**config.mk**
```make
export PLATFORM = sky130hd
export DESIGN_NAME = alu_mc
export DESIGN_NICKNAME = d
export VERILOG_FILES = /design/src/rtl/alu_mc_pkg.sv /design/src/rtl/alu_divider.sv /design/src/rtl/alu_mc.sv
export SDC_FILE = /design/constraint.sdc
export NUM_CORES = 2
export LEC_CHECK = 0
export BUFFER_PORTS_ARGS = -buffer_cell sky130_fd_sc_hd__buf_2
export CAP_MARGIN = 25
export CORE_MARGIN = 1
export CORE_UTILIZATION = 59
export CTS_CLUSTER_DIAMETER = 50
export CTS_CLUSTER_SIZE = 14
export DETAILED_ROUTE_END_ITERATION = 8
export PLACE_DENSITY_LB_ADDON = 0.15
export SETUP_SLACK_MARGIN = 0.1
export SYNTH_ARGS = -nofsm -noshare
export SYNTH_HDL_FRONTEND = slang
export SYNTH_SLANG_ARGS = --single-unit
export TNS_END_PERCENT = 20
```
**constraint.sdc**
```tcl
create_clock -name clk -period 8 [get_ports clk]
set_input_delay 1.2 -clock clk [delete_from_list [all_inputs] [get_ports clk]]
set_output_delay 1.2 -clock clk [all_outputs]
set_load 0.005 [all_outputs]
```
**src/rtl/alu_mc_pkg.sv**
```systemverilog
// Shared types for the multi-cycle execute-stage ALU: opcodes, FSM states, flag bit positions.
package alu_mc_pkg;

  // 3'b111 is SDIV when ALU_MC_SIGNED_DIV_EN is defined, otherwise a reserved op yielding zero.
  typedef enum logic [2:0] {
    OP_ADD  = 3'b000,
    OP_SUB  = 3'b001,
    OP_MUL  = 3'b010,
    OP_UDIV = 3'b011,
    OP_AND  = 3'b100,
    OP_ORR  = 3'b101,
    OP_UREM = 3'b110,
    OP_SDIV = 3'b111
  } alu_op_e;

  typedef enum logic {
    IDLE = 1'b0,
    DIV  = 1'b1
  } alu_state_e;

  localparam int FLAG_N = 3;
  localparam int FLAG_Z = 2;
  localparam int FLAG_C = 1;
  localparam int FLAG_V = 0;

  function automatic logic [3:0] mk_flags(input logic n, input logic z, input logic c,
                                          input logic v);
    logic [3:0] f;
    f         = '0;
    f[FLAG_N] = n;
    f[FLAG_Z] = z;
    f[FLAG_C] = c;
    f[FLAG_V] = v;
    return f;
  endfunction

endpackage

```
**src/rtl/alu_divider.sv**
```systemverilog
// Sequential restoring divider: one quotient bit per cycle, MSB first, WIDTH steps after load.
module alu_divider #(
  parameter int WIDTH = 32
) (
  input  logic             clk,
  input  logic             reset,
  input  logic             load,
  input  logic [WIDTH-1:0] dividend,
  input  logic [WIDTH-1:0] divisor,
  output logic [WIDTH-1:0] quotient,
  output logic [WIDTH-1:0] remainder,
  output logic             valid
);

  localparam int CNT_W = $clog2(WIDTH) + 1;

  logic [WIDTH-1:0] rem_q, rem_d;
  logic [WIDTH-1:0] quo_q, quo_d;   // dividend bits shift out the top, quotient bits shift in
  logic [WIDTH-1:0] dvs_q, dvs_d;
  logic [CNT_W-1:0] cnt_q, cnt_d;

  logic [WIDTH:0]   shifted;
  logic [WIDTH:0]   trial;
  logic [WIDTH-1:0] rem_nx;
  logic [WIDTH-1:0] quo_nx;

  always_comb begin
    shifted = {rem_q, quo_q[WIDTH-1]};
    trial   = shifted - {1'b0, dvs_q};
    // A negative trial restores; a restored value is below the divisor so its top bit is zero.
    rem_nx  = trial[WIDTH] ? shifted[WIDTH-1:0] : trial[WIDTH-1:0];
    quo_nx  = {quo_q[WIDTH-2:0], ~trial[WIDTH]};
  end

  always_comb begin
    rem_d = rem_q;
    quo_d = quo_q;
    dvs_d = dvs_q;
    cnt_d = cnt_q;
    if (load) begin
      rem_d = '0;
      quo_d = dividend;
      dvs_d = divisor;
      cnt_d = CNT_W'(WIDTH);
    end else if (cnt_q != '0) begin
      rem_d = rem_nx;
      quo_d = quo_nx;
      cnt_d = cnt_q - 1'b1;
    end
  end

  always_ff @(posedge clk) begin
    if (reset) begin
      rem_q <= '0;
      quo_q <= '0;
      dvs_q <= '0;
      cnt_q <= '0;
    end else begin
      rem_q <= rem_d;
      quo_q <= quo_d;
      dvs_q <= dvs_d;
      cnt_q <= cnt_d;
    end
  end

  // Outputs are the post-step values, so the owner can register them on the final step's edge.
  assign quotient  = quo_nx;
  assign remainder = rem_nx;
  assign valid     = (cnt_q == CNT_W'(1));

endmodule

```
**src/rtl/alu_mc.sv**
```systemverilog
// Multi-cycle execute-stage ALU with start/busy/done handshake and iterative divide.
// Define ALU_MC_SIGNED_DIV_EN to turn opcode 111 into a signed divide (SDIV).
module alu_mc
  import alu_mc_pkg::*;
#(
  parameter int WIDTH = 32
) (
  input  logic             clk,
  input  logic             reset,
  input  logic             start,
  input  logic [WIDTH-1:0] a,
  input  logic [WIDTH-1:0] b,
  input  logic [2:0]       ALUControl,
  output logic [WIDTH-1:0] Result,
  output logic [3:0]       Flags,
  output logic             busy,
  output logic             done,
  output logic             divzero
);

  alu_state_e       state_q, state_d;
  alu_op_e          op_q, op_d;
  logic [WIDTH-1:0] result_q, result_d;
  logic [3:0]       flags_q, flags_d;
  logic             done_q, done_d;
  logic             divzero_q, divzero_d;
  logic             bzero_q, bzero_d;

  alu_op_e          op_in;
  logic             is_div_in;
  logic             div_load;
  logic [WIDTH-1:0] div_dividend, div_divisor;
  logic [WIDTH-1:0] div_quo, div_rem;
  logic             div_valid;

  logic             sub;
  logic [WIDTH-1:0] bx;
  logic [WIDTH:0]   sum_full;
  logic [WIDTH-1:0] short_res;
  logic             short_c, short_v;
  logic [WIDTH-1:0] fin_res;
  logic             fin_v;

  assign op_in = alu_op_e'(ALUControl);

`ifdef ALU_MC_SIGNED_DIV_EN
  logic neg_q, neg_d;
  logic ovf_q, ovf_d;

  assign is_div_in    = (op_in == OP_UDIV) || (op_in == OP_UREM) || (op_in == OP_SDIV);
  // SDIV runs on magnitudes; the sign is reapplied to the quotient at completion.
  assign div_dividend = (op_in == OP_SDIV && a[WIDTH-1]) ? -a : a;
  assign div_divisor  = (op_in == OP_SDIV && b[WIDTH-1]) ? -b : b;
`else
  assign is_div_in    = (op_in == OP_UDIV) || (op_in == OP_UREM);
  assign div_dividend = a;
  assign div_divisor  = b;
`endif

  assign div_load = start && (state_q == IDLE) && is_div_in;

  alu_divider #(.WIDTH(WIDTH)) u_div (
    .clk       (clk),
    .reset     (reset),
    .load      (div_load),
    .dividend  (div_dividend),
    .divisor   (div_divisor),
    .quotient  (div_quo),
    .remainder (div_rem),
    .valid     (div_valid)
  );

  // Single-cycle datapath.
  always_comb begin
    sub      = (op_in == OP_SUB);
    bx       = sub ? ~b : b;
    sum_full = {1'b0, a} + {1'b0, bx} + (WIDTH + 1)'(sub);
    short_c  = 1'b0;
    short_v  = 1'b0;
    case (op_in)
      OP_ADD, OP_SUB: begin
        short_res = sum_full[WIDTH-1:0];
        short_c   = sum_full[WIDTH];
        short_v   = ~(a[WIDTH-1] ^ b[WIDTH-1] ^ sub) & (a[WIDTH-1] ^ sum_full[WIDTH-1]);
      end
      OP_MUL:  short_res = a * b;
      OP_AND:  short_res = a & b;
      OP_ORR:  short_res = a | b;
      default: short_res = '0;
    endcase
  end

  // Divide completion value.
  always_comb begin
    fin_res = (op_q == OP_UREM) ? div_rem : div_quo;
    fin_v   = 1'b0;
`ifdef ALU_MC_SIGNED_DIV_EN
    if (op_q == OP_SDIV) begin
      if (bzero_q)    fin_res = '1;
      else if (neg_q) fin_res = -div_quo;
      else            fin_res = div_quo;
      fin_v = ovf_q;
    end
`endif
  end

  always_comb begin
    state_d   = state_q;
    op_d      = op_q;
    result_d  = result_q;
    flags_d   = flags_q;
    done_d    = 1'b0;
    divzero_d = divzero_q;
    bzero_d   = bzero_q;
`ifdef ALU_MC_SIGNED_DIV_EN
    neg_d     = neg_q;
    ovf_d     = ovf_q;
`endif
    case (state_q)
      IDLE: begin
        if (start) begin
          op_d      = op_in;
          divzero_d = 1'b0;
          if (is_div_in) begin
            state_d = DIV;
            bzero_d = (b == '0);
`ifdef ALU_MC_SIGNED_DIV_EN
            neg_d   = a[WIDTH-1] ^ b[WIDTH-1];
            ovf_d   = (op_in == OP_SDIV) && (a == {1'b1, {(WIDTH-1){1'b0}}}) && (b == '1);
`endif
          end else begin
            result_d = short_res;
            flags_d  = mk_flags(short_res[WIDTH-1], short_res == '0, short_c, short_v);
            done_d   = 1'b1;
          end
        end
      end
      DIV: begin
        if (div_valid) begin
          state_d   = IDLE;
          result_d  = fin_res;
          flags_d   = mk_flags(fin_res[WIDTH-1], fin_res == '0, 1'b0, fin_v);
          done_d    = 1'b1;
          divzero_d = bzero_q;
        end
      end
      default: state_d = IDLE;
    endcase
  end

  always_ff @(posedge clk) begin
    if (reset) begin
      state_q   <= IDLE;
      op_q      <= OP_ADD;
      result_q  <= '0;
      flags_q   <= '0;
      done_q    <= 1'b0;
      divzero_q <= 1'b0;
      bzero_q   <= 1'b0;
`ifdef ALU_MC_SIGNED_DIV_EN
      neg_q     <= 1'b0;
      ovf_q     <= 1'b0;
`endif
    end else begin
      state_q   <= state_d;
      op_q      <= op_d;
      result_q  <= result_d;
      flags_q   <= flags_d;
      done_q    <= done_d;
      divzero_q <= divzero_d;
      bzero_q   <= bzero_d;
`ifdef ALU_MC_SIGNED_DIV_EN
      neg_q     <= neg_d;
      ovf_q     <= ovf_d;
`endif
    end
  end

  assign Result  = result_q;
  assign Flags   = flags_q;
  assign busy    = (state_q == DIV);
  assign done    = done_q;
  assign divzero = divzero_q;

endmodule
```
==> flow_metrics.py <==
metrics = {
    "clock_network": {
        "cts_tree": "built",
        "clk_latency_ps": 450,
        "clk_path_buf_depth": 2,
        "h-tree-depth": 4,
        "clock-sinks": 144,
        "ctsRootBufferMaster": "clkbuf_16",
        "cts_buffers": 17,
        "clk_pin_slew_ps": 70,
    },
    "critical_path": {
        "crit_path_top_delay_cell": "fa_1",
        "cpMostUsedCell": "fa_1",
        "path_class": "in -> reg",
        "cp.required_ps": 8350,
        "critPathMaxFanout": 10,
        "crit_arrival_ps": 8240,
        "cp_top_family": "adder cells",
        "endpoint_kind": "flop",
        "crit_buf_inv": 9,
        "worstSetupStartpointType": "primary input",
        "cpPeakStageDelay_ps": 500,
    },
    "drt": {
        "dr.pass1.iters": 7,
        "vias_per_cell": 6.02,
        "detail-route-antenna-nets": 0,
        "wl_met3_mm": 7.40,
        "wirelength_mm": 89.5,
        "vias": 24519,
        "top_layer": "met4",
        "drc": 0,
        "avgRoutedWirePerCell_um": 22.0,
        "drt_iter0_drc": 2236,
        "wl_met1_mm": 35.8,
        "wl_met2_mm": 41.9,
    },
    "final_layout": {
        "areaGrowthSynthToFinish_pct": 13.7,
        "layout-drive-gt1-share_pct": 13.8,
        "fin_area_mm2": 0.0306,
        "final_nets": 4137,
    },
    "synth": {
        "yosysMostFrequentCell": "nand2_1",
        "synthCells": 3290,
        "synth_area_leaders": "fa_1 30%, dfxtp_1 11%, ha_1 8.9%",
        "synth_area_mm2": 0.0269,
        "synth_cell_types": 77,
        "yosysTopAreaCellShare_pct": 30.5,
        "syn_nets": 3962,
        "post-synth-top-area-cell": "fa_1",
        "synth-edff-count": 0,
        "synthArstFlopShare_pct": 0,
        "yosysWarnings": 0,
        "synth_flop_cell": "dfxtp_1",
        "synth-seq-cells": 144,
        "yosysSeqAreaShare_pct": 10.7,
        "synthTopCellsByCount": "484 x nand2_1, 430 x inv_1, 410 x fa_1, 318 x and2_1, 202 x clkbuf_1",
        "postSynthAreaPerCell_um2": 8.18,
    },
    "global_routing": {
        "overflow": 0,
        "antenna_found_initial": 3,
        "grt_max_degree": 102,
        "grt_pass1_vias": 25001,
        "grt_use_total_pct": 39.4,
        "grt_pass1_wl_mm": 141,
    },
    "floorplanning": {
        "die-area_mm2": 0.0465,
        "num_rows": 77,
        "pin_count": 109,
        "die_h_um": 216,
        "core_mm2": 0.0446,
        "dieWidth_um": 216,
        "initial_utilization_pct": 60.3,
    },
    "place": {
        "hpwl_mm": 72.3,
        "place_area_mm2": 0.0294,
        "gp_congestion": 0.956,
        "numPortBuffers": 108,
    },
    "sta": {
        "worst_slew_pin_slew_ps": 955,
        "fmax_mhz": 127,
        "setup_viol": 0,
        "fin_setup_tns_ps": 0,
        "fin_crit_sh_pct": 98.7,
        "finalCriticalPeriod_ps": 7890,
        "fin_skew_ps": 17.9,
        "hold_violations": 0,
        "whs_ps": 450,
        "rsz0062_at_grt": "true",
        "max_slew_margin_pct": 36.3,
        "maxSlewViolCount": 0,
    },
    "outcome": {
        "status": "finished, final reports clean",
    },
    "flow_run": {
        "max-cap-violations": 0,
    },
    "hold_path": {
        "hp-class": "reg -> reg",
    },
}
[metrics by stage]
stage | worst slack (ps) | std cells | util, %
after global routing | -175 | 4070 | 68.6
after CTS | 100 | 4069 | 68.2
after floorplan | 103 | 3290 | -
final | 106 | 4073 | 68.6
after global placement | -595 | 4021 | 65.9
after detailed placement | -774 | 4021 | 65.9
[final cells by class]
class                      count  area [um2]
multi-input combinational   2498       21900
antenna                        3        7.51
tap                          592         741
inverter                     430        1610
clock inverter                14         131
sequential                   144        2880
clock buffer                  18         439
fill                        3739       14000
timing repair buffer         374        2900
[placed cells by master (no fill, tap or decap), drive strengths merged, types with 18 or more instances in the layout]
master,count
nand2,484
inv,436
fa,410
buf,371
and2,319
ha,192
nor2,177
a21oi,172
dfxtp,144
xnor2,104
o21ai,80
xor2,65
a211oi,55
a311oi,36
nor3,36
a21o,34
mux2i,34
o211ai,25
nor4,21
clkbuf,21
o21a,20
nand3,19
nand4,18
maj3,18
[kinds of logic (layout without fill, tap and decap cells)]
logic type      count (synthesis)  in the layout  share of synthesized area (%)
fa+ha+maj                     620            620                           40.1
mux                            37             37                           1.39
xor+xnor                      169            169                           5.50
flops                         144            144                           10.7
compound gates                532            532                           12.9
buf+inv                       648            836                           9.14
other cells                     0              3                              0
simple gates                 1140           1140                           20.2
[tightest hold or removal path, stage by stage, from the launching register on]
cell and delay [ps]:
dfxtp_1 310, nand2_1 50, a21oi_1 50
[sequential cells by signal (all words and copies together), names as in the netlist]
name and count:
Result 32, u_div.dvs_q 32, u_div.quo_q 32, u_div.rem_q 32
u_div.cnt_q 6, Flags 3, op_q 3, busy 1
bzero_q 1, divzero 1, done 1
[final timing paths]
check / from / endpoint / slack, ps / cells past startpoint
max: a[3] / Flags[2] / 110 / 31
min: Result[14] / Result[14] / 450 / 2
max reg2reg: u_div.quo_q[31] / Flags[2] / 2090 / 16
min reg2reg: Result[14] / Result[14] / 450 / 2
[per-layer routing]
layer | GRT usage, % | up-vias
li1 | - | 10905
met1 | 52.3 | 12178
met2 | 64.6 | 1198
met3 | 5.84 | 238
met4 | 16.2 | 0
met5 | 0 | -
[what timing repair did]
item | 4_1_cts | 5_1_grt
resized for setup | 92 | 31
setup endpoints to repair | 4 | 12
setup buffers | 16 | 0
hold buffers | 0 | 0
pin swaps | 68 | 40
gates cloned | 0 | 0
Power is not shown: default switching activity piles up to over one toggle a cycle in this logic, so the estimate is an artifact.
